File: src/rtl/c1541_sd_arb.sv
`default_nettype none
// ============================================================================
//  Module      : c1541_sd_arb
//  Description : Round-robin arbiter that lets NUM_DRIVES per-drive track
//                buffer ports share a single host SD sector channel. Routes
//                ack / buffer strobe / write data for the granted drive only,
//                and aborts a request that the host never acknowledges.
//  Ports       :
//    clk_sys, reset_n            clock, async active-low reset
//    drv_lba/drv_rd/drv_wr       per-drive sector requests (level, held)
//    drv_ack/drv_buff_wr         per-drive ack and read-data strobe
//    drv_buff_din                per-drive write data toward the host
//    drv_err                     per-drive one-cycle timeout abort pulse
//    sd_lba/sd_rd/sd_wr          request presented to the host
//    sd_ack/sd_buff_wr           host ack and read-data strobe
//    sd_buff_din                 write data muxed from the granted drive
//    sd_drive/sd_busy            granted index, arbiter not idle
//  Revision    : 1.0  initial release
// ============================================================================
module c1541_sd_arb #(
    parameter int          NUM_DRIVES = 4,
    parameter int          IDX_W      = 2,
    parameter int unsigned TIMEOUT    = 24'hFFFFFF
) (
    input  logic                    clk_sys,
    input  logic                    reset_n,
    input  logic [32*NUM_DRIVES-1:0] drv_lba,
    input  logic [NUM_DRIVES-1:0]   drv_rd,
    input  logic [NUM_DRIVES-1:0]   drv_wr,
    output logic [NUM_DRIVES-1:0]   drv_ack,
    output logic [NUM_DRIVES-1:0]   drv_buff_wr,
    input  logic [8*NUM_DRIVES-1:0] drv_buff_din,
    output logic [NUM_DRIVES-1:0]   drv_err,
    output logic [31:0]             sd_lba,
    output logic                    sd_rd,
    output logic                    sd_wr,
    input  logic                    sd_ack,
    input  logic                    sd_buff_wr,
    output logic [7:0]              sd_buff_din,
    output logic [IDX_W-1:0]        sd_drive,
    output logic                    sd_busy
);

    typedef enum logic [1:0] {
        S_IDLE = 2'd0,
        S_REQ  = 2'd1,
        S_XFER = 2'd2,
        S_DONE = 2'd3
    } state_t;

    // Last timer value at which the host may still answer before abort.
    localparam logic [23:0] c_TO_LAST = 24'(TIMEOUT - 1);
    localparam logic [23:0] c_TMR_MAX = 24'hFFFFFF;

    state_t                  r_state, w_state_nxt;
    logic [IDX_W-1:0]        r_ptr, w_ptr_nxt;
    logic [IDX_W-1:0]        r_drive, w_drive_nxt;
    logic [31:0]             r_lba, w_lba_nxt;
    logic                    r_op, w_op_nxt;        // 1 = write
    logic [23:0]             r_timer, w_timer_nxt;
    logic                    r_rd, w_rd_nxt;
    logic                    r_wr, w_wr_nxt;
    logic [NUM_DRIVES-1:0]   r_err, w_err_nxt;

    logic [NUM_DRIVES-1:0]   w_req;
    logic                    w_any;
    logic [IDX_W-1:0]        w_grant;
    logic [31:0]             w_lba [NUM_DRIVES];
    logic [7:0]              w_din [NUM_DRIVES];
    logic                    w_xfer;

    assign w_req  = drv_rd | drv_wr;
    assign w_any  = |w_req;
    assign w_xfer = (r_state == S_XFER);

    // Unpack per-drive buses and route host strobes to the granted drive.
    // The strobes are gated by the XFER state so a stray host ack in any
    // other state never reaches a drive.
    for (genvar i = 0; i < NUM_DRIVES; i++) begin : g_port
        assign w_lba[i]       = drv_lba[32*i +: 32];
        assign w_din[i]       = drv_buff_din[8*i +: 8];
        assign drv_ack[i]     = w_xfer && (r_drive == IDX_W'(i)) && sd_ack;
        assign drv_buff_wr[i] = w_xfer && (r_drive == IDX_W'(i)) && sd_buff_wr;
    end

    // Round-robin search: first requesting index at ptr, ptr+1, ... modulo N.
    always_comb begin
        logic             found;
        logic [IDX_W:0]   sum;
        logic [IDX_W-1:0] idx;
        found   = 1'b0;
        sum     = '0;
        idx     = '0;
        w_grant = '0;
        for (int k = 0; k < NUM_DRIVES; k++) begin
            sum = {1'b0, r_ptr} + (IDX_W+1)'(k);
            if (sum >= (IDX_W+1)'(NUM_DRIVES))
                sum = sum - (IDX_W+1)'(NUM_DRIVES);
            idx = sum[IDX_W-1:0];
            if (!found && w_req[idx]) begin
                found   = 1'b1;
                w_grant = idx;
            end
        end
    end

    // Next-state and registered-output logic.
    always_comb begin
        w_state_nxt = r_state;
        w_ptr_nxt   = r_ptr;
        w_drive_nxt = r_drive;
        w_lba_nxt   = r_lba;
        w_op_nxt    = r_op;
        w_timer_nxt = r_timer;
        w_rd_nxt    = 1'b0;
        w_wr_nxt    = 1'b0;
        w_err_nxt   = '0;
        case (r_state)
            S_IDLE: begin
                if (w_any) begin
                    w_drive_nxt = w_grant;
                    w_lba_nxt   = w_lba[w_grant];
                    // Write wins when a drive raises both requests.
                    w_op_nxt    = drv_wr[w_grant];
                    w_rd_nxt    = ~drv_wr[w_grant];
                    w_wr_nxt    = drv_wr[w_grant];
                    w_timer_nxt = '0;
                    w_state_nxt = S_REQ;
                end
            end
            S_REQ: begin
                // The host cannot cancel, so a withdrawn drive request is
                // deliberately not looked at here.
                w_timer_nxt = (r_timer != c_TMR_MAX) ? r_timer + 24'd1 : r_timer;
                if (sd_ack) begin
                    w_state_nxt = S_XFER;
                end else if ((TIMEOUT != 0) && (r_timer == c_TO_LAST)) begin
                    w_err_nxt[r_drive] = 1'b1;
                    w_state_nxt        = S_DONE;
                end else begin
                    w_rd_nxt = ~r_op;
                    w_wr_nxt = r_op;
                end
            end
            S_XFER: begin
                if (!sd_ack)
                    w_state_nxt = S_DONE;
            end
            S_DONE: begin
                // Advance past the drive just served; the extra cycle also
                // lets that drive see its ack fall before re-arbitration.
                if (r_drive == IDX_W'(NUM_DRIVES - 1))
                    w_ptr_nxt = '0;
                else
                    w_ptr_nxt = r_drive + IDX_W'(1);
                w_state_nxt = S_IDLE;
            end
            default: w_state_nxt = S_IDLE;
        endcase
    end

    always_ff @(posedge clk_sys or negedge reset_n) begin
        if (!reset_n) begin
            r_state <= S_IDLE;
            r_ptr   <= '0;
            r_drive <= '0;
            r_lba   <= '0;
            r_op    <= 1'b0;
            r_timer <= '0;
            r_rd    <= 1'b0;
            r_wr    <= 1'b0;
            r_err   <= '0;
        end else begin
            r_state <= w_state_nxt;
            r_ptr   <= w_ptr_nxt;
            r_drive <= w_drive_nxt;
            r_lba   <= w_lba_nxt;
            r_op    <= w_op_nxt;
            r_timer <= w_timer_nxt;
            r_rd    <= w_rd_nxt;
            r_wr    <= w_wr_nxt;
            r_err   <= w_err_nxt;
        end
    end

    assign sd_lba      = r_lba;
    assign sd_rd       = r_rd;
    assign sd_wr       = r_wr;
    assign sd_drive    = r_drive;
    assign sd_busy     = (r_state != S_IDLE);
    assign drv_err     = r_err;
    assign sd_buff_din = w_din[r_drive];

endmodule
`default_nettype wire

File: config.mk
export PLATFORM = sky130hd
export DESIGN_NAME = c1541_sd_arb
export DESIGN_NICKNAME = d
export VERILOG_FILES = /design/src/rtl/c1541_sd_arb.sv
export SDC_FILE = /design/constraint.sdc
export NUM_CORES = 1
export LEC_CHECK = 0
export BUFFER_PORTS_ARGS = -buffer_cell sky130_fd_sc_hd__buf_4
export CORE_MARGIN = 4
export CORE_UTILIZATION = 45
export DETAILED_ROUTE_END_ITERATION = 10
export PLACE_DENSITY_LB_ADDON = 0.2
export SLEW_MARGIN = 20
export SYNTH_ARGS = -nofsm -noshare
export SYNTH_HDL_FRONTEND = slang
export SYNTH_SLANG_ARGS = --single-unit
File: constraint.sdc
create_clock -name clk_sys -period 2.5 [get_ports clk_sys]
set_clock_uncertainty 0.1 [all_clocks]
set_input_delay 0.25 -clock clk_sys [delete_from_list [all_inputs] [get_ports clk_sys]]
set_output_delay 0.25 -clock clk_sys [all_outputs]
set_load 0.005 [all_outputs]
==> results.txt, run 1 <==
Switching Share = 39.5%
Gate power share = 55.2%
yosys warns = 0
P per Cell Area = 910 nW/um2
critical path required time = 2.68 ns
CTS root buf = clkbuf_8
Syn Std Cell Area = 4460 um2
min Tclk post-route = 2.28 ns
CTS clock-pin slew for the worst setup and hold paths = 0.08 ns
fmax = 439 MHz
#FFs+latches synth = 69
path category of the worst min-delay check = in -> reg
crit path max fanout = 11
die area = 11600 um2
gr usage total = 23.1%
CTS tree = done
row count = 36
ys flop type = dfrtp_1
R2R depth = 7
worst reg2reg path endpoint = r_timer[19]
total power = 5940 uW
CP Class = reg -> reg
synthesized instance count = 437
Sw Pwr = 2350 uW
synthesized area per cell = 10.2 um2
worst path arrival time = 2.45 ns
Layout Area Growth over Synthesis = 46.3%
Clock Latency Late Sink = 0.35 ns
post-route clock period utilization = 91.2%
routed vias = 4473
share of cells above drive strength 1 = 42.9%
DR iter-0 viols = 171
vias in the first global route = 4471
post-route ant nets = 0
Worst setup endpoint = r_timer[19]
worst hold slack = 0.114 ns
VDD IR max = 0.481 mV
unrepaired setup endpoints after global routing = false
first-pass GRT wire length = 21.4 mm
sequential fraction of the synthesis area = 38.7%
max-cap viol count = 0
final setup vio count = 0
DR WL/cell = 17.3 um
Residual DRC = 0
Die Ht = 108 um
most numerous cell in the Yosys netlist = dfrtp_1
P_leak = 0.00318 uW
Cell Int Power = 3590 uW
final wirelength = 13.9 mm
PortBufs = 228
storage element area = 1730 um2
Flop pwr share = 29.8%
FFs w/ async S/R, synth = 100%
Final TNS setup = 0 ns
TritonRoute pass-1 iters = 4
die width = 108 um
starting density of the core = 45.9%
outcome = completed
area of the multi-input gates = 2570 um2
io pins = 229
worst setup margin = 0.221 ns
clk buf depth = 2
Synth top area share = 38.7%
final hold violations = 0
Slew headroom = 41.5%
clock buffer count from CTS = 9
largest net degree at the start of global routing = 70
routability-driven placement congestion ratio = 0.874
Post-CTS Setup Inserts = 0
crit start category = flop
H-tree levels = 3
number of synthesized flops with an enable pin = 0
initial antenna violation count = 0
post-synth top area cell = dfrtp_1
clock network fraction of total power = 15.0%
CTS Sinks = 69
NumNets Final = 846
Unique masters post-synth = 60
Post-synth top cells = dfrtp_1, mux2i_1, nand2_1
critical path capture point type = flop
GRT Residual Overflow = 0
r2r setup slk = 0.22 ns
routed vias/inst = 5.58
Ant. Diodes = 0
Core ar. = 9730 um2
crit path from = r_state[0]
syn_nets = 619
worst slew pin tran = 0.878 ns
fin. max-slew vios = 0
fillcell total = 763
dpl ws = 0.184 ns
DP Cell Count = 785
non-filler cells, final = 802
Reg-to-Reg Start = r_state[0]
top post-synthesis cells by area = dfrtp_1, mux2i_1, o221ai_1
Post-DP HPWL = 11.0 mm
[logic make-up after synthesis]
family	count (synthesis)	synth area share, %
DFF	69	38.7
adders and majority gates	10	2.80
buffers and inverters	36	4.09
AOI/OAI and AO/OA	104	17.7
and+or+nand+nor	143	17.6
muxes	74	18.9
xor gates and xnor gates	1	0.196
[routing by layer]
metal | part of all wire, % | track usage (%)
met1 | 38 | 27.3
met4 | 1.7 | 7.48
met3 | 7.6 | 4.32
met5 | 0 | 0
met2 | 53 | 42.1
[flip-flops by register name (all words and copies together), names as in the netlist]
signal	count
r_ptr	2
sd_lba	32
sd_wr	1
r_op	1
r_timer	24
sd_rd	1
r_state	2
sd_drive	2
drv_err	4
[power by group through the flow]
stage | sequential (uW) | combinational, uW | clock, uW
6_report | 1770 | 3280 | 890
5_1_grt | 1820 | 3580 | 947
4_1_cts | 1770 | 3300 | 908
3_5_place_dp | 1780 | 3300 | 0
3_3_place_gp | 1760 | 3210 | 0
2_1_floorplan | 1710 | 2010 | 0
[per-stage QoR]
step | util, % | cell area, um2
2_1_floorplan | - | 4460
3_3_place_gp | 65.0 | 6320
3_5_place_dp | 65.0 | 6320
4_1_cts | 67.0 | 6520
5_1_grt | 67.1 | 6530
6_report | 67.1 | 6530
[cell usage in the layout, fill, tap and decap left out, types with 6 or more instances in the layout]
cell type,count
buf_4,237
nor2_1,13
clkbuf_8,9
nand3_1,14
and3_1,10
dfrtp_1,69
inv_1,12
ha_1,10
or3_1,7
mux2i_1,64
mux4_2,8
o21ai_0,19
nand2_1,52
a21oi_1,13
or4_1,6
o221ai_1,33
o31ai_1,14
and2_1,7
[area by class of cell]
| type | count | share of cell area (%) |
|---|---|---|
| multi-input cells | 332 | 39.4 |
| repair buffers | 240 | 28.0 |
| flip-flops and latches | 69 | 26.4 |
| well taps | 133 | 2.55 |
| clock buffers | 9 | 1.90 |
| clock inverters | 7 | 1.02 |
| inverters | 12 | 0.690 |
[critical path, stage by stage (launching register included)]
cell     delay, ns
dfrtp_1       0.42
inv_1         0.13
ha_1          0.30
nor2_2        0.08
a41oi_4       0.30
nand3_4       0.18
or4_1         0.55
a21oi_1       0.16
[worst min path at each step]
stage                            from         end  slack, ns  cells after the start
final                     drv_lba[16]  sd_lba[16]       0.11                      3
after floorplan               reset_n  drv_err[0]      -0.15                      0
after CTS                 drv_lba[16]  sd_lba[16]       0.10                      3
after detailed placement      reset_n  r_timer[4]       0.32                      1
after global placement        reset_n  r_timer[4]       0.32                      1
after global routing      drv_lba[41]   sd_lba[9]       0.13                      3
[repair_timing]
item | 4_1_cts | 5_1_grt
endpoints found under the setup margin | 0 | 1
hold buffers | 1 | 0
resized for setup | 0 | 1
hold endpoints to repair | 69 | 0
Power figures use the tool's default switching activity.
==> run 2, diff against run 1 <==
--- a/config.mk
+++ b/config.mk
@@ -6,7 +6,6 @@
 export NUM_CORES = 1
 export LEC_CHECK = 0
 export BUFFER_PORTS_ARGS = -buffer_cell sky130_fd_sc_hd__buf_4
-export CORE_MARGIN = 4
 export CORE_UTILIZATION = 45
 export DETAILED_ROUTE_END_ITERATION = 10
 export PLACE_DENSITY_LB_ADDON = 0.2
==> run 2 against run 1 <==
  * Global-route usage up 2.9 points
  * Largest power group unchanged
  * Final cell count down 0.50%
  * Die area decreased by 11%
  * Sequential power barely moved
  * Register-to-register slack worse by 0.03 ns
  * Critical path depth stayed put
==> results.txt, run 2 (same netlist as run 1, synthesis figures left out) <==
fin. max-slew vios = 0 (unchanged)
routed vias/inst = 5.62 (was 5.58)
routed vias = 4488 (was 4473)
worst path arrival time = 2.48 ns (was 2.45 ns)
share of cells above drive strength 1 = 42.9% (unchanged)
Layout Area Growth over Synthesis = 46.7% (was 46.3%)
VDD IR max = 0.524 mV (was 0.481 mV)
DR iter-0 viols = 173 (was 171)
worst slew pin tran = 0.878 ns (about the same)
fmax = 433 MHz (was 439 MHz)
H-tree levels = 3 (unchanged)
P_leak = 0.00316 uW (was 0.00318 uW)
clk buf depth = 2 (unchanged)
Max stage delay on crit path = 0.54 ns (was 0.55 ns)
critical path required time = 2.67 ns (was 2.68 ns)
gr usage total = 26.0% (was 23.1%)
CTS tree = done (unchanged)
slowest CP cell = or4_1 (unchanged)
path category of the worst min-delay check = in -> reg (unchanged)
max-cap viol count = 0 (unchanged)
worst-path cell chain = inv_1 -> ha_1 -> nor2_2 -> a41oi_4 -> nand3_4 -> or4_1 -> a21oi_1 (unchanged)
CP Class = reg -> reg (unchanged)
routability-driven placement congestion ratio = 0.880 (was 0.874)
unrepaired setup endpoints after global routing = false (unchanged)
CTS root buf = clkbuf_8 (unchanged)
Post-DP HPWL = 10.5 mm (was 11.0 mm)
first-pass GRT wire length = 20.7 mm (was 21.4 mm)
io pins = 229 (unchanged)
Residual DRC = 0 (unchanged)
Sw Pwr = 2360 uW (was 2350 uW)
CTS clock-pin slew for the worst setup and hold paths = 0.08 ns (about the same)
die area = 10300 um2 (was 11600 um2)
CP bufs+invs = 1 (unchanged)
post-route clock period utilization = 92.3% (was 91.2%)
PortBufs = 228 (unchanged)
row count = 35 (was 36)
Largest register FFs = 32 (unchanged)
largest net degree at the start of global routing = 70 (unchanged)
Final TNS setup = 0 ns (unchanged)
final instance area = 6550 um2 (was 6530 um2)
Cell Int Power = 3620 uW (was 3590 uW)
DR WL/cell = 16.8 um (was 17.3 um)
GRT Residual Overflow = 0 (unchanged)
outcome = completed (unchanged)
TritonRoute pass-1 iters = 5 (was 4)
min Tclk post-route = 2.31 ns (was 2.28 ns)
crit path max fanout = 11 (unchanged)
crit start category = flop (unchanged)
Switching Share = 39.4% (was 39.5%)
Ant. Diodes = 0 (unchanged)
clock buffer count from CTS = 9 (unchanged)
clock network fraction of total power = 15.4% (was 15.0%)
most frequent cells in the layout = buf_4, dfrtp_1, mux2i_1, nand2_1, o221ai_1 (unchanged)
Flop pwr share = 29.2% (was 29.8%)
die width = 102 um (was 108 um)
initial antenna violation count = 0 (unchanged)
NumNets Final = 846 (unchanged)
Core ar. = 9420 um2 (was 9730 um2)
Clock Latency Late Sink = 0.35 ns (about the same)
post-route ant nets = 0 (unchanged)
P per Cell Area = 914 nW/um2 (was 910 nW/um2)
Die Ht = 102 um (was 108 um)
placed inst area = 6330 um2 (was 6320 um2)
final wirelength = 13.4 mm (was 13.9 mm)
CTS Sinks = 69 (unchanged)
final setup vio count = 0 (unchanged)
final hold violations = 0 (unchanged)
Gate power share = 55.4% (was 55.2%)
Slew headroom = 41.5% (about the same)
most common cell after layout, fill and taps aside = buf_4 (unchanged)
critical path capture point type = flop (unchanged)
vias in the first global route = 4426 (was 4471)
CP delay by family, top = simple AND/OR/NAND/NOR gates (unchanged)
starting density of the core = 47.4% (was 45.9%)
-- run 2: changes by cell type in the layout (fill, tap and decap cells not counted), sizes merged --
cell | previous run | this run
clkinvlp | 1 | 5
clkinv | 5 | 1
-- run 2: area by class of cell --
cell class / count / area, um2
well taps: 129 / 161
fillers: 708 / 2870
repair buffers: 240 / 1840
flip-flops and latches: 69 / 1730
clock buffers: 9 / 124
multi-input cells: 332 / 2570
inverters: 12 / 45.0
clock inverters: 7 / 76.3
-- run 2: through the flow --
step | power (uW) | std cells | hold WS, ns | utilization [%] | worst slack (ns)
6_report | 5980 | 798 | 0.107 | 69.5 | 0.192
3_3_place_gp | 4990 | 781 | 0.316 | 67.2 | 0.271
5_1_grt | 6410 | 798 | 0.110 | 69.5 | 0.0228
4_1_cts | 6010 | 798 | 0.108 | 69.5 | 0.148
2_1_floorplan | 3720 | 437 | -0.146 | - | 0.354
3_5_place_dp | 5090 | 781 | 0.325 | 67.2 | 0.148
-- run 2: metal layers --
layer | vias up | part of all wire, % | global-route usage (%)
met5 | - | 0 | 0
met4 | 0 | 3.0 | 11.9
met3 | 32 | 7.0 | 5.80
met2 | 211 | 53 | 46.3
met1 | 2112 | 37 | 29.7
li1 | 2133 | - | -
-- run 2: worst min-delay path: stages --
cell and delay [ns]:
buf_4 0.08, mux2i_1 0.05, o221ai_1 0.15
-- run 2: power by group through the flow --
stage / Sequential [uW] / Combinational (uW) / Clock (uW)
final: 1750 / 3310 / 921
after global routing: 1800 / 3620 / 992
after CTS: 1750 / 3340 / 931
after detailed placement: 1760 / 3330 / 0
after global placement: 1740 / 3260 / 0
after floorplan: 1710 / 2010 / 0
-- run 2: worst paths after layout --
kind                              from          end  slack, ns  cells past startpoint
min                        drv_lba[17]   sd_lba[17]       0.11                      3
max in group asynchronous      reset_n  r_timer[15]       1.26                      2
min reg2reg                  sd_lba[8]    sd_lba[8]       0.40                      2
max                         r_state[0]  r_timer[21]       0.19                      7
max reg2reg                 r_state[0]  r_timer[21]       0.19                      7
min in group asynchronous      reset_n   r_timer[4]       0.45                      2
-- run 2: repair_timing --
item,4_1_cts,5_1_grt
setup buffers,0,0
endpoints found under the hold margin,69,0
resized for setup,0,1
endpoints found under the setup margin,0,3
hold buffers,1,0
